[src/rtl/mult_arbiter_if.sv]
// Bundled requester, multiplier and response signals of mult_arbiter.
// The slave modport is the arbiter's view; master is the surrounding system.
interface mult_arbiter_if #(
    parameter int WIDTH = 16
);
    logic                 req0_valid;
    logic                 req1_valid;
    logic                 req0_ready;
    logic                 req1_ready;
    logic [2*WIDTH-1:0]   req0_a;
    logic [2*WIDTH-1:0]   req0_b;
    logic [2*WIDTH-1:0]   req1_a;
    logic [2*WIDTH-1:0]   req1_b;
    logic                 mul_in_en;
    logic [2*WIDTH-1:0]   mul_a;
    logic [2*WIDTH-1:0]   mul_b;
    logic                 mul_out_en;
    logic [2*WIDTH-1:0]   mul_c;
    logic                 rsp0_valid;
    logic                 rsp1_valid;
    logic [2*WIDTH-1:0]   rsp_c;
    logic                 busy;
    logic                 err;

    modport slave (
        input  req0_valid, req1_valid, req0_a, req0_b, req1_a, req1_b,
        input  mul_out_en, mul_c,
        output req0_ready, req1_ready, mul_in_en, mul_a, mul_b,
        output rsp0_valid, rsp1_valid, rsp_c, busy, err
    );

    modport master (
        output req0_valid, req1_valid, req0_a, req0_b, req1_a, req1_b,
        output mul_out_en, mul_c,
        input  req0_ready, req1_ready, mul_in_en, mul_a, mul_b,
        input  rsp0_valid, rsp1_valid, rsp_c, busy, err
    );
endinterface

[src/rtl/mult_arbiter.sv]
// Two-requester arbiter in front of a shared fixed-latency complex multiplier.
// Define ARB_RR_EN for round-robin tie breaking; otherwise requester 0 has fixed priority.
module mult_arbiter #(
    parameter int WIDTH   = 16,
    parameter int LATENCY = 3
) (
    input  logic          clock,
    input  logic          reset,
    mult_arbiter_if.slave bus
);
    localparam int CW = $clog2(LATENCY + 2);

    logic                 valid0;
    logic                 valid1;
    logic                 grant0;
    logic                 grant1;
    logic                 accept;
    logic [LATENCY-1:0]   tag_valid;
    logic [LATENCY-1:0]   tag_id;
    logic                 head_valid;
    logic                 head_id;
    logic                 deliver;
    logic [CW-1:0]        count;
    logic                 rsp0_valid_q;
    logic                 rsp1_valid_q;
    logic [2*WIDTH-1:0]   rsp_c_q;
    logic                 err_q;

    // Valids are masked during reset so nothing is granted while reset is high.
    assign valid0 = bus.req0_valid & ~reset;
    assign valid1 = bus.req1_valid & ~reset;

`ifdef ARB_RR_EN
    logic last_grant;

    always_comb begin
        grant0 = valid0 & (~valid1 | last_grant);
        grant1 = valid1 & (~valid0 | ~last_grant);
    end

    always_ff @(posedge clock or posedge reset) begin
        if (reset) begin
            last_grant <= 1'b1;
        end else if (grant0 | grant1) begin
            last_grant <= grant1;
        end
    end
`else
    always_comb begin
        grant0 = valid0;
        grant1 = valid1 & ~valid0;
    end
`endif

    assign accept         = grant0 | grant1;
    assign bus.req0_ready = grant0;
    assign bus.req1_ready = grant1;
    assign bus.mul_in_en  = accept;

    always_comb begin
        bus.mul_a = '0;
        bus.mul_b = '0;
        if (grant0) begin
            bus.mul_a = bus.req0_a;
            bus.mul_b = bus.req0_b;
        end else if (grant1) begin
            bus.mul_a = bus.req1_a;
            bus.mul_b = bus.req1_b;
        end
    end

    always_ff @(posedge clock or posedge reset) begin
        if (reset) begin
            tag_valid <= '0;
            tag_id    <= '0;
        end else begin
            tag_valid[0] <= accept;
            tag_id[0]    <= grant1;
            for (int i = 1; i < LATENCY; i++) begin
                tag_valid[i] <= tag_valid[i-1];
                tag_id[i]    <= tag_id[i-1];
            end
        end
    end

    assign head_valid = tag_valid[LATENCY-1];
    assign head_id    = tag_id[LATENCY-1];
    assign deliver    = bus.mul_out_en & head_valid;

    always_ff @(posedge clock or posedge reset) begin
        if (reset) begin
            rsp0_valid_q <= 1'b0;
            rsp1_valid_q <= 1'b0;
            rsp_c_q      <= '0;
            err_q        <= 1'b0;
        end else begin
            rsp0_valid_q <= deliver & ~head_id;
            rsp1_valid_q <= deliver & head_id;
            if (deliver) begin
                rsp_c_q <= bus.mul_c;
            end
            if (bus.mul_out_en ^ head_valid) begin
                err_q <= 1'b1;
            end
        end
    end

    // A head tag retires whether or not its product showed up, so a lost
    // product cannot leave busy stuck high.
    always_ff @(posedge clock or posedge reset) begin
        if (reset) begin
            count <= '0;
        end else begin
            case ({accept, head_valid})
                2'b10:   count <= count + CW'(1);
                2'b01:   count <= count - CW'(1);
                default: count <= count;
            endcase
        end
    end

    assign bus.rsp0_valid = rsp0_valid_q;
    assign bus.rsp1_valid = rsp1_valid_q;
    assign bus.rsp_c      = rsp_c_q;
    assign bus.busy       = (count != '0);
    assign bus.err        = err_q;
endmodule

[src/flat_wrapper.sv]
// flat-port wrapper written by rule: the top's interface ports become plain ports
module mult_arbiter_flat 
#(
    parameter int WIDTH   = 16,
    parameter int LATENCY = 3
)
  (clock, reset, bus_req0_valid, bus_req1_valid, bus_req0_a, bus_req0_b, bus_req1_a, bus_req1_b, bus_mul_out_en, bus_mul_c, bus_req0_ready, bus_req1_ready, bus_mul_in_en, bus_mul_a, bus_mul_b, bus_rsp0_valid, bus_rsp1_valid, bus_rsp_c, bus_busy, bus_err);
  mult_arbiter_if #(.WIDTH(WIDTH)) bus_i ();
  input  logic clock;
  input  logic reset;
  input wire logic [$bits(bus_i.req0_valid)-1:0] bus_req0_valid;
  input wire logic [$bits(bus_i.req1_valid)-1:0] bus_req1_valid;
  input wire logic [$bits(bus_i.req0_a)-1:0] bus_req0_a;
  input wire logic [$bits(bus_i.req0_b)-1:0] bus_req0_b;
  input wire logic [$bits(bus_i.req1_a)-1:0] bus_req1_a;
  input wire logic [$bits(bus_i.req1_b)-1:0] bus_req1_b;
  input wire logic [$bits(bus_i.mul_out_en)-1:0] bus_mul_out_en;
  input wire logic [$bits(bus_i.mul_c)-1:0] bus_mul_c;
  output wire logic [$bits(bus_i.req0_ready)-1:0] bus_req0_ready;
  output wire logic [$bits(bus_i.req1_ready)-1:0] bus_req1_ready;
  output wire logic [$bits(bus_i.mul_in_en)-1:0] bus_mul_in_en;
  output wire logic [$bits(bus_i.mul_a)-1:0] bus_mul_a;
  output wire logic [$bits(bus_i.mul_b)-1:0] bus_mul_b;
  output wire logic [$bits(bus_i.rsp0_valid)-1:0] bus_rsp0_valid;
  output wire logic [$bits(bus_i.rsp1_valid)-1:0] bus_rsp1_valid;
  output wire logic [$bits(bus_i.rsp_c)-1:0] bus_rsp_c;
  output wire logic [$bits(bus_i.busy)-1:0] bus_busy;
  output wire logic [$bits(bus_i.err)-1:0] bus_err;
  assign bus_i.req0_valid = bus_req0_valid;
  assign bus_i.req1_valid = bus_req1_valid;
  assign bus_i.req0_a = bus_req0_a;
  assign bus_i.req0_b = bus_req0_b;
  assign bus_i.req1_a = bus_req1_a;
  assign bus_i.req1_b = bus_req1_b;
  assign bus_i.mul_out_en = bus_mul_out_en;
  assign bus_i.mul_c = bus_mul_c;
  assign bus_req0_ready = bus_i.req0_ready;
  assign bus_req1_ready = bus_i.req1_ready;
  assign bus_mul_in_en = bus_i.mul_in_en;
  assign bus_mul_a = bus_i.mul_a;
  assign bus_mul_b = bus_i.mul_b;
  assign bus_rsp0_valid = bus_i.rsp0_valid;
  assign bus_rsp1_valid = bus_i.rsp1_valid;
  assign bus_rsp_c = bus_i.rsp_c;
  assign bus_busy = bus_i.busy;
  assign bus_err = bus_i.err;
  mult_arbiter #(.WIDTH(WIDTH), .LATENCY(LATENCY)) u_core (.clock(clock), .reset(reset), .bus(bus_i));
endmodule
[config.mk]
export PLATFORM = sky130hd
export DESIGN_NAME = mult_arbiter_flat
export DESIGN_NICKNAME = d
export VERILOG_FILES = /design/src/rtl/mult_arbiter_if.sv /design/src/rtl/mult_arbiter.sv /design/src/flat_wrapper.sv
export SDC_FILE = /design/constraint.sdc
export NUM_CORES = 1
export LEC_CHECK = 0
export CELL_PAD_IN_SITES_DETAIL_PLACEMENT = 0
export CELL_PAD_IN_SITES_GLOBAL_PLACEMENT = 1
export CORE_MARGIN = 3
export CORE_UTILIZATION = 20
export CTS_CLUSTER_SIZE = 28
export DETAILED_ROUTE_END_ITERATION = 8
export GPL_TIMING_DRIVEN = 1
export PLACE_DENSITY = 0.86
export SETUP_SLACK_MARGIN = 0.2
export SYNTH_ARGS = -nofsm -noshare
export SYNTH_HDL_FRONTEND = slang
export SYNTH_SLANG_ARGS = --single-unit
[constraint.sdc]
create_clock -name clock -period 2.8 [get_ports clock]
set_input_delay 0.56 -clock clock [delete_from_list [all_inputs] [get_ports clock]]
set_output_delay 0.56 -clock clock [all_outputs]
set_load 0.01 [all_outputs]
---- After elaboration in Yosys (flattened, before gate mapping) ----
Index checks and enable logic that the tools add are counted.
storage, ports and cells
  output and inout port bits .............. 103
  flip-flop bits (word level) ............. 44
operators by class
  add/subtract/negate cells ............... 2
  mux-type cells .......................... 5
  bitwise gates (word level) .............. 11
  equality and inequality tests ........... 2
  reductions and logical operators ........ 2
operator list
  cell                                                                    count
  32-bit two-way mux                                                      4
  1-bit AND                                                               6
  3-bit one-hot mux with 2 select lines                                   1
  3-bit by 1-bit adder with 3-bit output (second input constant)          1
  1-bit inverter                                                          3
  3-bit nonzero test                                                      1
  3-bit by 1-bit subtractor with 3-bit output (second input constant)     1
  2-bit by 1-bit equality test with 1-bit output (second input constant)  1
  2-bit equality test (second input constant)                             1
  2-bit nonzero test                                                      1
  1-bit bitwise OR                                                        1
  1-bit XOR                                                               1

---- Logic depth before layout (Yosys ltp) ----
  depth in word-level cells ............... 7
  gate-level depth with buffers ........... 8
  gate-level depth less buffers ........... 7

---- Worst setup path before layout ----
No wires, ideal clock.
  path type ............................... input port to flip-flop
  start ................................... input reset
  end ..................................... register u_core.count[2]
  setup time .............................. 125 ps
  stages on the path ...................... 8
  slack ................................... -200 ps
  arrival ................................. 2875 ps
  path buffers ............................ 1
  required time ........................... 2675 ps
  path through ............................ buf_4 -> inv_1 -> o21ai_1 -> ha_1 -> fa_1 -> xnor2_1 -> nor2_1 -> xor2_1
on the way
  word-level cells in the longest chain between the ends .. 7
  elaborated cells on any way between the ends .. 10
  those cells by class .................... eq/ne: 2; mux: 1; bitwise: 6; reduce/logical: 1
RTL lines
  what                                                                                          RTL line                                source
  start, declared                                                                               flat_wrapper.sv:10                      input logic reset;
  1-bit inverter (*)                                                                            mult_arbiter.sv:30, mult_arbiter.sv:31
  1-bit AND                                                                                     mult_arbiter.sv:30                      assign valid0 = bus.req0_valid & ~reset;
  1-bit inverter                                                                                mult_arbiter.sv:51                      grant1 = valid1 & ~valid0;
  1-bit AND                                                                                     mult_arbiter.sv:51
  1-bit bitwise OR (*)                                                                          mult_arbiter.sv:55                      assign accept = grant0 | grant1;
  2-bit by 1-bit equality test with 1-bit output / 2-bit equality test (equally long branches)  mult_arbiter.sv:114                     case ({accept, head_valid})
  3-bit one-hot mux with 2 select lines / 2-bit nonzero test (equally long branches)            -
  end signal, assigned                                                                          mult_arbiter.sv:115                     2'b10: count <= count + CW'(1);
  end signal, assigned                                                                          mult_arbiter.sv:116                     2'b01: count <= count - CW'(1);
  end signal, assigned                                                                          mult_arbiter.sv:117                     default: count <= count;
  end, declared                                                                                 mult_arbiter.sv:23                      logic [CW-1:0] count;
Mark *: on every way between the ends. The rest lies on a longest branch, timed or not.
A chain may end at the register's enable or synchronous reset.

---- Worst setup path after layout ----
  start ................................... input bus_req0_valid
  end ..................................... output bus_mul_b[20]
on the way
  word-level cells in the longest chain between the ends .. 5
RTL lines
  what                    RTL line            source
  start, declared         flat_wrapper.sv:11  input wire logic [$bits(bus_i.req0_valid)-1:0] bus_req0_valid;
  1-bit AND (*)           mult_arbiter.sv:30
  1-bit inverter          mult_arbiter.sv:51
  1-bit AND               mult_arbiter.sv:51
  32-bit two-way mux      mult_arbiter.sv:66  end else if (grant1) begin
  32-bit two-way mux (*)  mult_arbiter.sv:63  if (grant0) begin
  end, declared           flat_wrapper.sv:23  output wire logic [$bits(bus_i.mul_b)-1:0] bus_mul_b;
Marks and branches as above.

==> impl_metrics.json <==
{
  "status": "completed",
  "yosys.cell_types.count": 22,
  "wl_per_cell_um": 14.3,
  "peakVddDrop_v": 0.000235,
  "start_util_pct": 20.5,
  "timing.final.ws_setup_ns": 0.250,
  "hold_violations": 0,
  "cts_made_buffers": 5,
  "synth.net_count": 485,
  "drv_cap": 0,
  "slew_headroom_pct": 64.3,
  "rsz0062_at_grt": "no",
  "top_layer": "met4",
  "dieHeight_um": 126,
  "startpoint": "bus_req0_valid",
  "cts_root_buf": "clkbuf_16",
  "finalCriticalPeriod_ns": 2.55,
  "most-common-layout-cells": "clkdlybuf4s50_1 (264), nand2_1 (64), nand3b_1 (64), a21oi_1 (64), dfrtp_1 (44)",
  "cts_hold_buf": 0,
  "dp_slack_ns": 0.260,
  "final_common_cell": "clkdlybuf4s50_1",
  "reg2reg_from": "u_core.tag_valid[2]",
  "antenna_cells": 0,
  "globalRouteTotalUtil_pct": 12.4,
  "antenna_found_initial": 0,
  "max_freq_ghz": 0.392,
  "cp-start-kind": "input pin",
  "die_area_um2": 15800,
  "routed-wl-met3_um": 1020,
  "first_pass_iters": 5,
  "finalCoreUtilization_pct": 41.5,
  "wl_met1_um": 4060,
  "yosys-top-cells-area": "dfrtp_1 (38%), nand3b_1 (17%), mux2_2 (13%), a21oi_1 (11%), nand2_1 (8.4%)",
  "cp-end-kind": "primary output",
  "grt_overflow": 0,
  "reg2reg_slack_ns": 1.30,
  "drv_slew": 0,
  "crit_arrival_ns": 1.99,
  "syn_area_per_cell_um2": 9.03,
  "final_nets": 735,
  "area_delta_synth_final_pct": 102,
  "grt_max_degree": 67,
  "worst_pin_slew_ns": 0.536,
  "cts.sinks": 44,
  "cts_resized": 0,
  "dp_hpwl_um": 8500,
  "setup_viol": 0,
  "endpoint": "bus_mul_b[20]",
  "synth-seq-area-share_pct": 38.5,
  "synth_top_area_share_pct": 38.5,
  "path_class": "in2out",
  "powerDensity_nw_per_um2": 391,
  "routed-wl-met2_um": 5400,
  "clockBufferDepth": 2,
  "critPathMaxFanout": 35,
  "rows": 43,
  "fillers": 1372,
  "stdcell_count": 747,
  "drt-total-wl_um": 10700,
  "port_buffers": 267,
  "leakagePower_nw": 2.18,
  "core_um2": 13900,
  "fin_setup_tns_ns": 0,
  "initialDrtViolationCount": 104,
  "r2r_end": "u_core.count[2]",
  "grt_pass1_wl_um": 16600,
  "syn_area_um2": 2860,
  "clock-skew-final_ns": 0.00399,
  "drive_gt1_share_pct": 9.35,
  "die_w_um": 126,
  "grt_pass1_vias": 3404,
  "synthCells": 317,
  "design_area_um2": 5790,
  "insertion_delay_ns": 0.27,
  "place_inst": 740,
  "cts_tree": "done",
  "via_count": 3286,
  "drc": 0,
  "fin_crit_sh_pct": 91.1,
  "post_cts_buffers": 0,
  "cts-htree-levels": 2,
  "ys_warn_count": 0,
  "holdWs_ns": 0.347,
  "boundaryPins": 268,
  "synth_seq_cells": 44,
  "fin_total_pwr_mw": 2.27,
  "clk_pin_slew_ns": 0.06,
  "via_per_inst": 4.40,
  "antenna_left": 0,
  "worstRegToRegCells": 5,
  "crit_required_ns": 2.24,
  "synth_top_area_cell": "dfrtp_1",
  "gp_congestion": 0.955,
  "place_area_um2": 5660,
  "hold_class": "reg2reg"
}
==> metal layers <==
layer,GRT usage (%),vias up
met4,3.25,0
li1,-,1589
met3,3.60,12
met5,0,-
met2,22.4,177
met1,14.4,1508
==> cells by family (layout without fill, tap and decap cells) <==
| family | after synthesis | after routing | synth area share (%) |
|---|---|---|---|
| fa+ha+maj | 3 | 3 | 1.57 |
| mux | 33 | 33 | 13.0 |
| flops | 44 | 44 | 38.5 |
| simple gates | 135 | 135 | 26.7 |
| compound gates | 65 | 65 | 11.4 |
| buf+inv | 34 | 284 | 8.00 |
| xor+xnor | 3 | 3 | 0.918 |
==> power breakdown <==
group / internal [mW] / total (mW) / switching [mW] / leakage (nW)
registers: 0.748 / 0.811 / 0.0627 / 0.525
clock network: 0.323 / 0.526 / 0.202 / 0.0667
logic: 0.602 / 0.929 / 0.327 / 1.59
total: 1.67 / 2.27 / 0.592 / 2.18
==> how the worst min path moves through the flow <==
stage,from,to,slack (ns),cells past startpoint
after global routing,u_core.tag_id[0],u_core.tag_id[1],0.36,0
after floorplan,u_core.tag_id[0],u_core.tag_id[1],0.33,0
after detailed placement,u_core.tag_id[1],u_core.tag_id[2],0.33,0
after global placement,u_core.tag_id[0],u_core.tag_id[1],0.33,0
final,u_core.tag_id[1],u_core.tag_id[2],0.35,0
after CTS,u_core.tag_id[1],u_core.tag_id[2],0.35,0
==> state kept, by name (all words and copies together) (netlist names) <==
name	flops
u_core.bus.rsp_c	32
u_core.count	3
u_core.tag_id	3
u_core.tag_valid	3
u_core.bus.err	1
u_core.bus.rsp0_valid	1
u_core.bus.rsp1_valid	1
==> synthesized netlist by cell type (all sizes together) <==
cell / count
a21oi: 64
nand2: 64
nand3b: 64
dfrtp: 44
mux2: 33
buf: 23
clkbuf: 9
ha: 2
inv: 2
nor2b: 2
xnor2: 2
and2: 1
fa: 1
nor2: 1
nor3b: 1
o21ai: 1
or2: 1
or3: 1
xor2: 1
==> worst max-delay path: stages <==
cell,delay [ns]
buf_4,0.20
buf_12,0.19
nand3b_1,0.16
a21oi_1,0.28
clkdlybuf4s50_1,0.60
==> cell type report <==
class / instances / area (µm²) / share of cell area (%)
tap: 180 / 225 / 3.89
sequential: 44 / 1100 / 19.0
timing repair buffer: 275 / 2780 / 48.1
inverter: 2 / 11.3 / 0.195
clock inverter: 1 / 5.00 / 0.0864
multi-input combinational: 239 / 1540 / 26.5
clock buffer: 6 / 129 / 2.23
No activity file was read; power rests on OpenSTA's default activity.
